==> src/rtl/counter_ctrl_pkg.sv <==
// rtl/counter_ctrl_pkg.sv - shared state encoding and reset configuration for counter_seq_ctrl
package counter_ctrl_pkg;

   typedef enum logic [1:0] {
      ST_IDLE = 2'b00,
      ST_RUN  = 2'b01,
      ST_HOLD = 2'b10,
      ST_DONE = 2'b11
   } state_t;

   // Power-up config is a free-running full-range up counter; the limit resets to all ones.
   localparam logic RST_RELOAD = 1'b1;
   localparam logic RST_DOWN   = 1'b0;

   function automatic logic is_busy(input state_t s);
      return (s == ST_RUN) || (s == ST_HOLD);
   endfunction

endpackage

==> src/rtl/counter_seq_ctrl_tick_prescaler.sv <==
// rtl/counter_seq_ctrl_tick_prescaler.sv - wrapping 0..PRESCALE-1 divider producing the count step strobe
module tick_prescaler #(
   parameter int PRESCALE = 1
) (
   input  logic clk,
   input  logic rst,
   input  logic en,
   input  logic clr,
   output logic step
);

   localparam int CW = (PRESCALE > 1) ? $clog2(PRESCALE) : 1;
   localparam logic [CW-1:0] LAST = CW'(PRESCALE - 1);

   logic [CW-1:0] r_cnt;

   always_ff @(posedge clk or posedge rst) begin
      if (rst) begin
         r_cnt <= '0;
      end else if (clr) begin
         r_cnt <= '0;
      end else if (en) begin
         r_cnt <= (r_cnt == LAST) ? '0 : r_cnt + 1'b1;
      end
   end

   // With PRESCALE=1 the counter never leaves zero, so step is permanently high.
   assign step = (r_cnt == LAST);

endmodule

==> src/rtl/counter_seq_ctrl.sv <==
// rtl/counter_seq_ctrl.sv - configures, sequences and supervises a prescaled up/down counter
module counter_seq_ctrl
   import counter_ctrl_pkg::*;
#(
   parameter int WIDTH    = 4,
   parameter int PRESCALE = 1
) (
   input  logic             clk,
   input  logic             rst,
   input  logic             cfg_valid,
   output logic             cfg_ready,
   input  logic [WIDTH-1:0] cfg_limit,
   input  logic             cfg_reload,
   input  logic             cfg_down,
   input  logic             start,
   input  logic             pause,
   input  logic             abort,
   input  logic             done_clr,
   output logic [WIDTH-1:0] q,
   output logic             tc,
   output logic             done,
   output logic             busy,
   output logic [1:0]       state
);

   state_t           r_state;
   state_t           w_next;
   logic [WIDTH-1:0] r_limit;
   logic             r_reload;
   logic             r_down;
   logic [WIDTH-1:0] r_q;
   logic             r_tc;
   logic             r_done;

   logic             w_cfg_acc;
   logic             w_busy;
   logic             w_active;
   logic             w_tick;
   logic             w_step;
   logic             w_term;
   logic [WIDTH-1:0] w_s;
   logic [WIDTH-1:0] w_e;
   logic [WIDTH-1:0] w_limit_n;
   logic             w_down_n;
   logic [WIDTH-1:0] w_s_n;

   assign w_busy    = is_busy(r_state);
   assign w_cfg_acc = cfg_valid & ~w_busy;

   // Counting continues in HOLD as soon as pause drops, so a pause of N cycles costs exactly N.
   assign w_active  = w_busy & ~pause;
   assign w_step    = w_active & w_tick & ~abort;

   assign w_s       = r_down ? r_limit : '0;
   assign w_e       = r_down ? '0 : r_limit;
   assign w_term    = w_step & (r_q == w_e);

   // Start value as seen by a start coinciding with a config handshake.
   assign w_limit_n = w_cfg_acc ? cfg_limit : r_limit;
   assign w_down_n  = w_cfg_acc ? cfg_down : r_down;
   assign w_s_n     = w_down_n ? w_limit_n : '0;

   tick_prescaler #(
      .PRESCALE(PRESCALE)
   ) u_prescaler (
      .clk (clk),
      .rst (rst),
      .en  (w_active & ~abort),
      .clr (abort | ~w_busy),
      .step(w_tick)
   );

   always_ff @(posedge clk or posedge rst) begin
      if (rst) begin
         r_state <= ST_IDLE;
      end else begin
         r_state <= w_next;
      end
   end

   always_comb begin
      w_next = r_state;
      if (abort) begin
         w_next = ST_IDLE;
      end else begin
         case (r_state)
            ST_IDLE, ST_DONE: begin
               if (start) begin
                  w_next = ST_RUN;
               end else if (w_cfg_acc) begin
                  w_next = ST_IDLE;
               end
            end
            ST_RUN, ST_HOLD: begin
               if (w_term && !r_reload) begin
                  w_next = ST_DONE;
               end else if (pause) begin
                  w_next = ST_HOLD;
               end else begin
                  w_next = ST_RUN;
               end
            end
            default: w_next = ST_IDLE;
         endcase
      end
   end

   always_comb begin
      busy      = w_busy;
      cfg_ready = ~w_busy;
   end

   always_ff @(posedge clk or posedge rst) begin
      if (rst) begin
         r_limit  <= '1;
         r_reload <= RST_RELOAD;
         r_down   <= RST_DOWN;
      end else if (w_cfg_acc) begin
         r_limit  <= cfg_limit;
         r_reload <= cfg_reload;
         r_down   <= cfg_down;
      end
   end

   always_ff @(posedge clk or posedge rst) begin
      if (rst) begin
         r_q    <= '0;
         r_tc   <= 1'b0;
         r_done <= 1'b0;
      end else begin
         r_tc <= 1'b0;
         if (abort) begin
            r_q <= w_s_n;
         end else if (!w_busy) begin
            if (start || w_cfg_acc) begin
               r_q <= w_s_n;
            end
            if (start || done_clr) begin
               r_done <= 1'b0;
            end
         end else begin
            if (w_step) begin
               if (w_term) begin
                  r_tc <= 1'b1;
                  if (r_reload) begin
                     r_q <= w_s;
                  end
               end else begin
                  r_q <= r_down ? r_q - 1'b1 : r_q + 1'b1;
               end
            end
            // A one-shot completion wins over a simultaneous clear.
            if (w_term && !r_reload) begin
               r_done <= 1'b1;
            end else if (done_clr) begin
               r_done <= 1'b0;
            end
         end
      end
   end

   assign q     = r_q;
   assign tc    = r_tc;
   assign done  = r_done;
   assign state = r_state;

endmodule

==> config.mk <==
export PLATFORM = sky130hd
export DESIGN_NAME = counter_seq_ctrl
export DESIGN_NICKNAME = d
export VERILOG_FILES = /design/src/rtl/counter_ctrl_pkg.sv /design/src/rtl/counter_seq_ctrl_tick_prescaler.sv /design/src/rtl/counter_seq_ctrl.sv
export SDC_FILE = /design/constraint.sdc
export NUM_CORES = 1
export LEC_CHECK = 0
export ABC_AREA = 1
export CAP_MARGIN = 20
export CORE_MARGIN = 1
export CORE_UTILIZATION = 34
export CTS_CLUSTER_SIZE = 24
export DETAILED_ROUTE_END_ITERATION = 8
export GPL_TIMING_DRIVEN = 0
export SYNTH_ARGS = -nofsm -noshare
export SYNTH_HDL_FRONTEND = slang
export SYNTH_SLANG_ARGS = --single-unit
==> constraint.sdc <==
create_clock -name clk -period 1.65 [get_ports clk]
set_input_delay 0.165 -clock clk [delete_from_list [all_inputs] [get_ports clk]]
set_output_delay 0.165 -clock clk [all_outputs]
set_load 0.02 [all_outputs]
# After elaboration in Yosys (flattened, before gate mapping)
# Index checks and enable logic that the tools add are counted.
[word_totals]
word_cells = 72
input_bits = 13
out_inout_bits = 10
register_bits = 15
[op_classes]
eq_ne = 8
bitwise = 11
reduce_logical = 13
add_sub_neg = 3
mux = 29
[ops]
columns = ["operator", "count"]
rows = [
  ["two-way mux 4 bit", 11],
  ["two-way mux 1 bit", 12],
  ["two-way mux 2 bit", 5],
  ["inequality test 4 bit (second input constant)", 2],
  ["bitwise AND 1 bit", 6],
  ["inequality test 3 x 2 -> 1 bit (second input constant)", 2],
  ["AND reduction 3 bit", 2],
  ["adder 4 x 1 -> 4 bit (second input constant)", 1],
  ["equality test 2 bit (second input constant)", 2],
  ["equality test 4 bit", 1],
  ["inverter 1 bit", 4],
  ["case mux 2 bit (2 select lines)", 1],
  ["nonzero test 2 bit", 2],
  ["OR reduction 2 bit", 2],
  ["subtractor 4 x 1 -> 4 bit (second input constant)", 1],
  ["logical OR 1 bit", 3],
  ["nonzero test 3 bit", 1],
  ["equality test 2 x 1 -> 1 bit (second input constant)", 1],
  ["logical NOT 2 bit", 1],
  ["adder 1 bit (second input constant)", 1],
  ["logical AND 1 bit", 1],
  ["logical NOT 1 bit", 1],
  ["bitwise OR 1 bit", 1],
]

# Longest topological paths before layout
[logic_depth]
ltp_word = 10
ltp_mapped = 10
ltp_nobuf = 10

# By module
# A second synthesis with hierarchy kept.
[hier_totals]
hier_cells = 140
area_unflattened_um2 = 1122.3
[by_module_without_submodules]
columns = ["module", "n_inst", "cells_per_inst", "seq_area_each_um2", "area_each_um2"]
rows = [
  ["counter_seq_ctrl", 1, 138, 356.6, 1111.1],
  ["tick_prescaler", 1, 2, 0.0, 11.3],
]

# Least setup slack after synthesis
# No wires, ideal clock.
[synth_timing]
kind = "reg2reg"
from = "register r_q[0], in the netlist q[0]"
to = "register r_q[2], in the netlist q[2]"
path_stages_with_launch = 7
path_slack_ns = 0.157
path_buffers = 0
required_time_ns = 1.573
synth_period_minus_slack_ns = 1.493
arrival_time_ns = 1.415
cell_sequence = "dfrtp_1 > inv_1 > fa_1 > xor2_1 > nand2_1 > nand3_1 > a21oi_1"
[synth_between]
elab_chain_cells = 6
word_cells_on_any_way = 11
cone_classes = "add/sub: 2; eq/ne: 2; mux: 5; bitwise: 1; reduce/logical: 1"
[synth_lines]
columns = ["item", "line", "rtl"]
rows = [
  ["start, declared", "counter_seq_ctrl.sv:31", "logic [WIDTH-1:0] r_q;"],
  ["start signal, assigned", "counter_seq_ctrl.sv:133", "r_q <= w_s_n;"],
  ["start signal, assigned", "counter_seq_ctrl.sv:136", "r_q <= w_s_n;"],
  ["start signal, assigned", "counter_seq_ctrl.sv:146", "r_q <= w_s;"],
  ["adder 4 x 1 -> 4 bit (tied with other cells)", "counter_seq_ctrl.sv:149", "r_q <= r_down ? r_q - 1'b1 : r_q + 1'b1;"],
  ["two-way mux 4 bit / bitwise AND 1 bit (equally long branches)", "counter_seq_ctrl.sv:149, counter_seq_ctrl.sv:56", ""],
  ["two-way mux 4 bit", "counter_seq_ctrl.sv:143", "if (w_term) begin"],
  ["two-way mux 4 bit", "counter_seq_ctrl.sv:142", "if (w_step) begin"],
  ["two-way mux 4 bit", "counter_seq_ctrl.sv:134", "end else if (!w_busy) begin"],
  ["two-way mux 4 bit", "counter_seq_ctrl.sv:132", "if (abort) begin"],
]
# Several ways; a longest one is shown, not always the timed one. The select of a mux whose other input is x is not followed.
# A chain may end at the register's enable or synchronous reset.

# Worst setup path in the final report
[layout_timing]
from = "register r_q[2], in the netlist q[2]"
to = "output port q[2]"
[layout_lines]
columns = ["item", "line", "rtl"]
rows = [
  ["end, declared", "counter_seq_ctrl.sv:19", "output logic [WIDTH-1:0] q,"],
]
# No word-level cell between the ends.

==> out/summary.log <==
qor: layout.syn_to_final_growth 31.5%
qor: setup_path.setup.worst_path.start q[2]
qor: layout.footprint_of_the_multi_input_gates 596 µm²
qor: global_routing.grt_use_total 0.146
qor: clocking.clock_sink_count 14
qor: run_status.failed_checks design-rule violations
qor: layout.area.sequential 358 µm²
qor: detailed_routing.ant_nets_after_route 0
qor: layout.post_route_cells_drive_above_1_share 0.239
qor: global_routing.antenna_found_initial 0
qor: yosys.asyncSetResetFlopFracSynth 1.00
qor: global_routing.remaining_global_route_overflow 0
qor: setup_path.crit_buf_inv 1
qor: floorplanning.die-height 57.4 µm
qor: yosys.ys_seq_elements 14
qor: setup_path.critical-path-top-delay-family buffers and inverters
qor: layout.antenna-diode-count 0
qor: floorplanning.num_rows 19
qor: power_and_ir_drop.leakagePower 0.656 nW
qor: sta.maxClockFrequency 647 MHz
qor: floorplanning.die_area 3300 µm²
qor: placement.hpwlAfterDp 1700 µm
qor: run_status.result_of_the_run finished with violations
qor: detailed_routing.drt_iter0_markers 30
qor: layout.layout.cell_area.non_filler 1370 µm²
qor: power_and_ir_drop.power.ir.vdd_worst 0.555 mV
qor: placement.gpl_congestion 0.794
qor: clocking.clock-root-buffer clkbuf_4
qor: setup_path.critPathKind reg -> out
qor: setup_path.critical_path.slowest_cell clkdlybuf4s50_1
qor: clocking.numCtsBuffers 3
qor: placement.dpl_worst_slack 0.0383 ns
qor: power_and_ir_drop.cellPowerDensity 1260 nW/µm²
qor: setup_path.list_of_cells_traversed_by_the_critical_path clkdlybuf4s50_1
qor: floorplanning.die_width 57.4 µm
qor: sta.timing.final.max_slew_violations 0
qor: sta.min_period 1.55 ns
qor: clocking.cts.htree.levels 1
qor: detailed_routing.dr_total_vias 922
qor: setup_path.critPathMaxStageDelay 0.64 ns
qor: sta.worst_clock_skew 0.00435 ns
qor: detailed_routing.routedWlPerCell 11.4 µm
qor: hold_path.kind_of_path_behind_the_tightest_hold_check in -> async
qor: yosys.synth_edf_count 0
qor: detailed_routing.drc 1
qor: floorplanning.initial_standard_cell_utilization_of_the_core 0.369
qor: clocking.insertion_delay 0.28 ns
qor: yosys.synth_seq_area_share 0.341
qor: floorplanning.core_outline_area 2830 µm²
qor: yosys.yosys_warnings 0
qor: placement.place_area 1300 µm²
qor: clocking.cts.path.max_buffers 2
qor: sta.rsz0062_at_grt false
qor: global_routing.largest_net_degree_at_the_start_of_global_routing 15
qor: setup_path.cp-start-kind register
qor: flow_run.max_cap_violation_count 0
qor: sta.worst_slack 0.103 ns
qor: sta.setup_viol 0
qor: floorplanning.pin_count 23
qor: placement.port_buffers 22
qor: yosys.syn_nets 146
qor: detailed_routing.avgViaCountPerCell 4.85
qor: yosys.yosys.cell_types.count 27
qor: global_routing.grt_pass1_wl 3680 µm
qor: layout.layout.core_utilization 0.486
qor: yosys.synth_area 1040 µm²
qor: detailed_routing.first_pass_iters 6
qor: sta.final_hold_viol_count 0
qor: layout.filler_cell_count 271
qor: sta.slew_headroom 0.639
qor: setup_path.critical_path_peak_fanout 5
qor: clocking.clk_pin_slew 0.08 ns
qor: yosys.leading_register_cell_type_out_of_synthesis dfrtp_1
qor: setup_path.critPathArrivalTime 1.38 ns
qor: setup_path.endpoint_kind primary output
qor: yosys.netlist_instances 130
qor: global_routing.number_of_global_route_vias_before_repair 859
qor: sta.timing.final.crit_share 0.937
qor: setup_path.worst_r2r_startpoint r_down
qor: sta.max_slew.worst_pin.slew 0.541 ns
qor: layout.finish.net_count 176
qor: clocking.cts_tree yes
qor: detailed_routing.routed_wirelength 2170 µm
qor: yosys.syn-mean-instance-area 8.04 µm²
qor: setup_path.required_time_reported_for_the_critical_path_endpoint 1.48 ns
qor: sta.tns 0 ns
## Yosys cell counts (2+ instances only)
cell,instances,share of area
nand2_2,9,0.054
dfstp_2,5,0.13
ha_1,2,0.024
nand3_1,12,0.057
xor2_1,2,0.017
nand4_1,4,0.024
a21oi_1,10,0.048
nand2_4,3,0.032
nor2_8,2,0.038
inv_2,3,0.011
buf_6,2,0.022
inv_1,16,0.057
dfrtp_1,9,0.22
o21a_1,3,0.022
nand2_1,27,0.097
nor2_1,10,0.036
## where the power goes
part,switching [mW],internal (mW),total (mW)
Combinational,0.541,0.409,0.950
Sequential,0.100,0.439,0.540
Clock,0.111,0.134,0.246
Total,0.752,0.983,1.73
## worst register-to-register path, delay by kind of cell, from the launching register on
kind | cells | cell delay [ns]
and+or+nand+nor | 7 | 0.68
DFF | 1 | 0.41
buffers and inverters | 2 | 0.22
AOI/OAI and AO/OA | 1 | 0.12
## sequential cells by signal (all words and copies together) (netlist names)
signal,flops
q,4
r_limit,4
r_down,1
tc,1
done,1
r_reload,1
state,2
## path summary, 6_finish.rpt
path / to / slack, ns / cells past startpoint
setup reg to reg: q[1] / 0.13 / 10
min in group clk: r_reload / 0.41 / 3
max in group asynchronous: r_down / 1.04 / 2
hold reg to reg: done / 0.52 / 2
setup / recovery: q[2] / 0.10 / 1
hold / removal: done / 0.22 / 2
## layout make-up
| cell class | instances | share of cell area |
|---|---|---|
| timing repair buffer | 25 | 0.175 |
| inverter | 20 | 0.0601 |
| clock buffer | 4 | 0.0264 |
| tap | 31 | 0.0282 |
| buffer | 2 | 0.0164 |
| sequential | 14 | 0.260 |
| multi-input combinational | 94 | 0.434 |
## timing repair
| item | in CTS | in global routing |
|---|---|---|
| resized for setup | 2 | 2 |
| hold buffers | 0 | 0 |
| setup buffers | 0 | 3 |
| pin swaps | 0 | 1 |
| endpoints found under the setup margin | 2 | 3 |
## layer usage
layer | up-vias | share of wire | global-route usage | routed length, µm
li1 | 475 | - | - | -
met1 | 414 | 0.47 | 0.178 | 1010
met2 | 26 | 0.46 | 0.239 | 994
met3 | 7 | 0.054 | 0.0454 | 117
met4 | 0 | 0.020 | 0.0557 | 44
met5 | - | 0 | 0 | 0
## cells in the final DEF, fill, tap and decap left out, types with 2 or more instances in the layout
cell / Yosys / routed
nor2_1: 10 / 10
dfstp_2: 5 / 5
xor2_1: 2 / 2
dfrtp_1: 9 / 8
nand2_1: 27 / 27
buf_6: 2 / 2
dlygate4sd2_1: 0 / 2
nand2_4: 3 / 3
inv_2: 3 / 3
inv_1: 16 / 16
o21a_1: 3 / 3
clkbuf_4: 0 / 3
clkdlybuf4s50_1: 0 / 20
nor2_8: 2 / 2
nand2_2: 9 / 9
nand4_1: 4 / 4
a21oi_1: 10 / 10
buf_4: 0 / 3
nand3_1: 12 / 12
## through the flow
step                instances  hold slack [ns]  power (mW)
finish                    190            0.218        1.73
global route              190            0.259        1.87
CTS                       187            0.237        1.72
floorplan                 130           0.0506        1.22
detailed placement        183            0.513        1.47
global placement          183            0.502        1.46
## cell families (layout without fill, tap and decap cells)
group,Yosys count,count (layout),synth area share
xor+xnor,3,3,0.0252
buf+inv,22,51,0.101
simple gates,73,73,0.408
fa+ha+maj,3,3,0.0431
flops,14,14,0.341
compound gates,15,15,0.0814
Note: power is estimated with default switching activity, not from simulation.
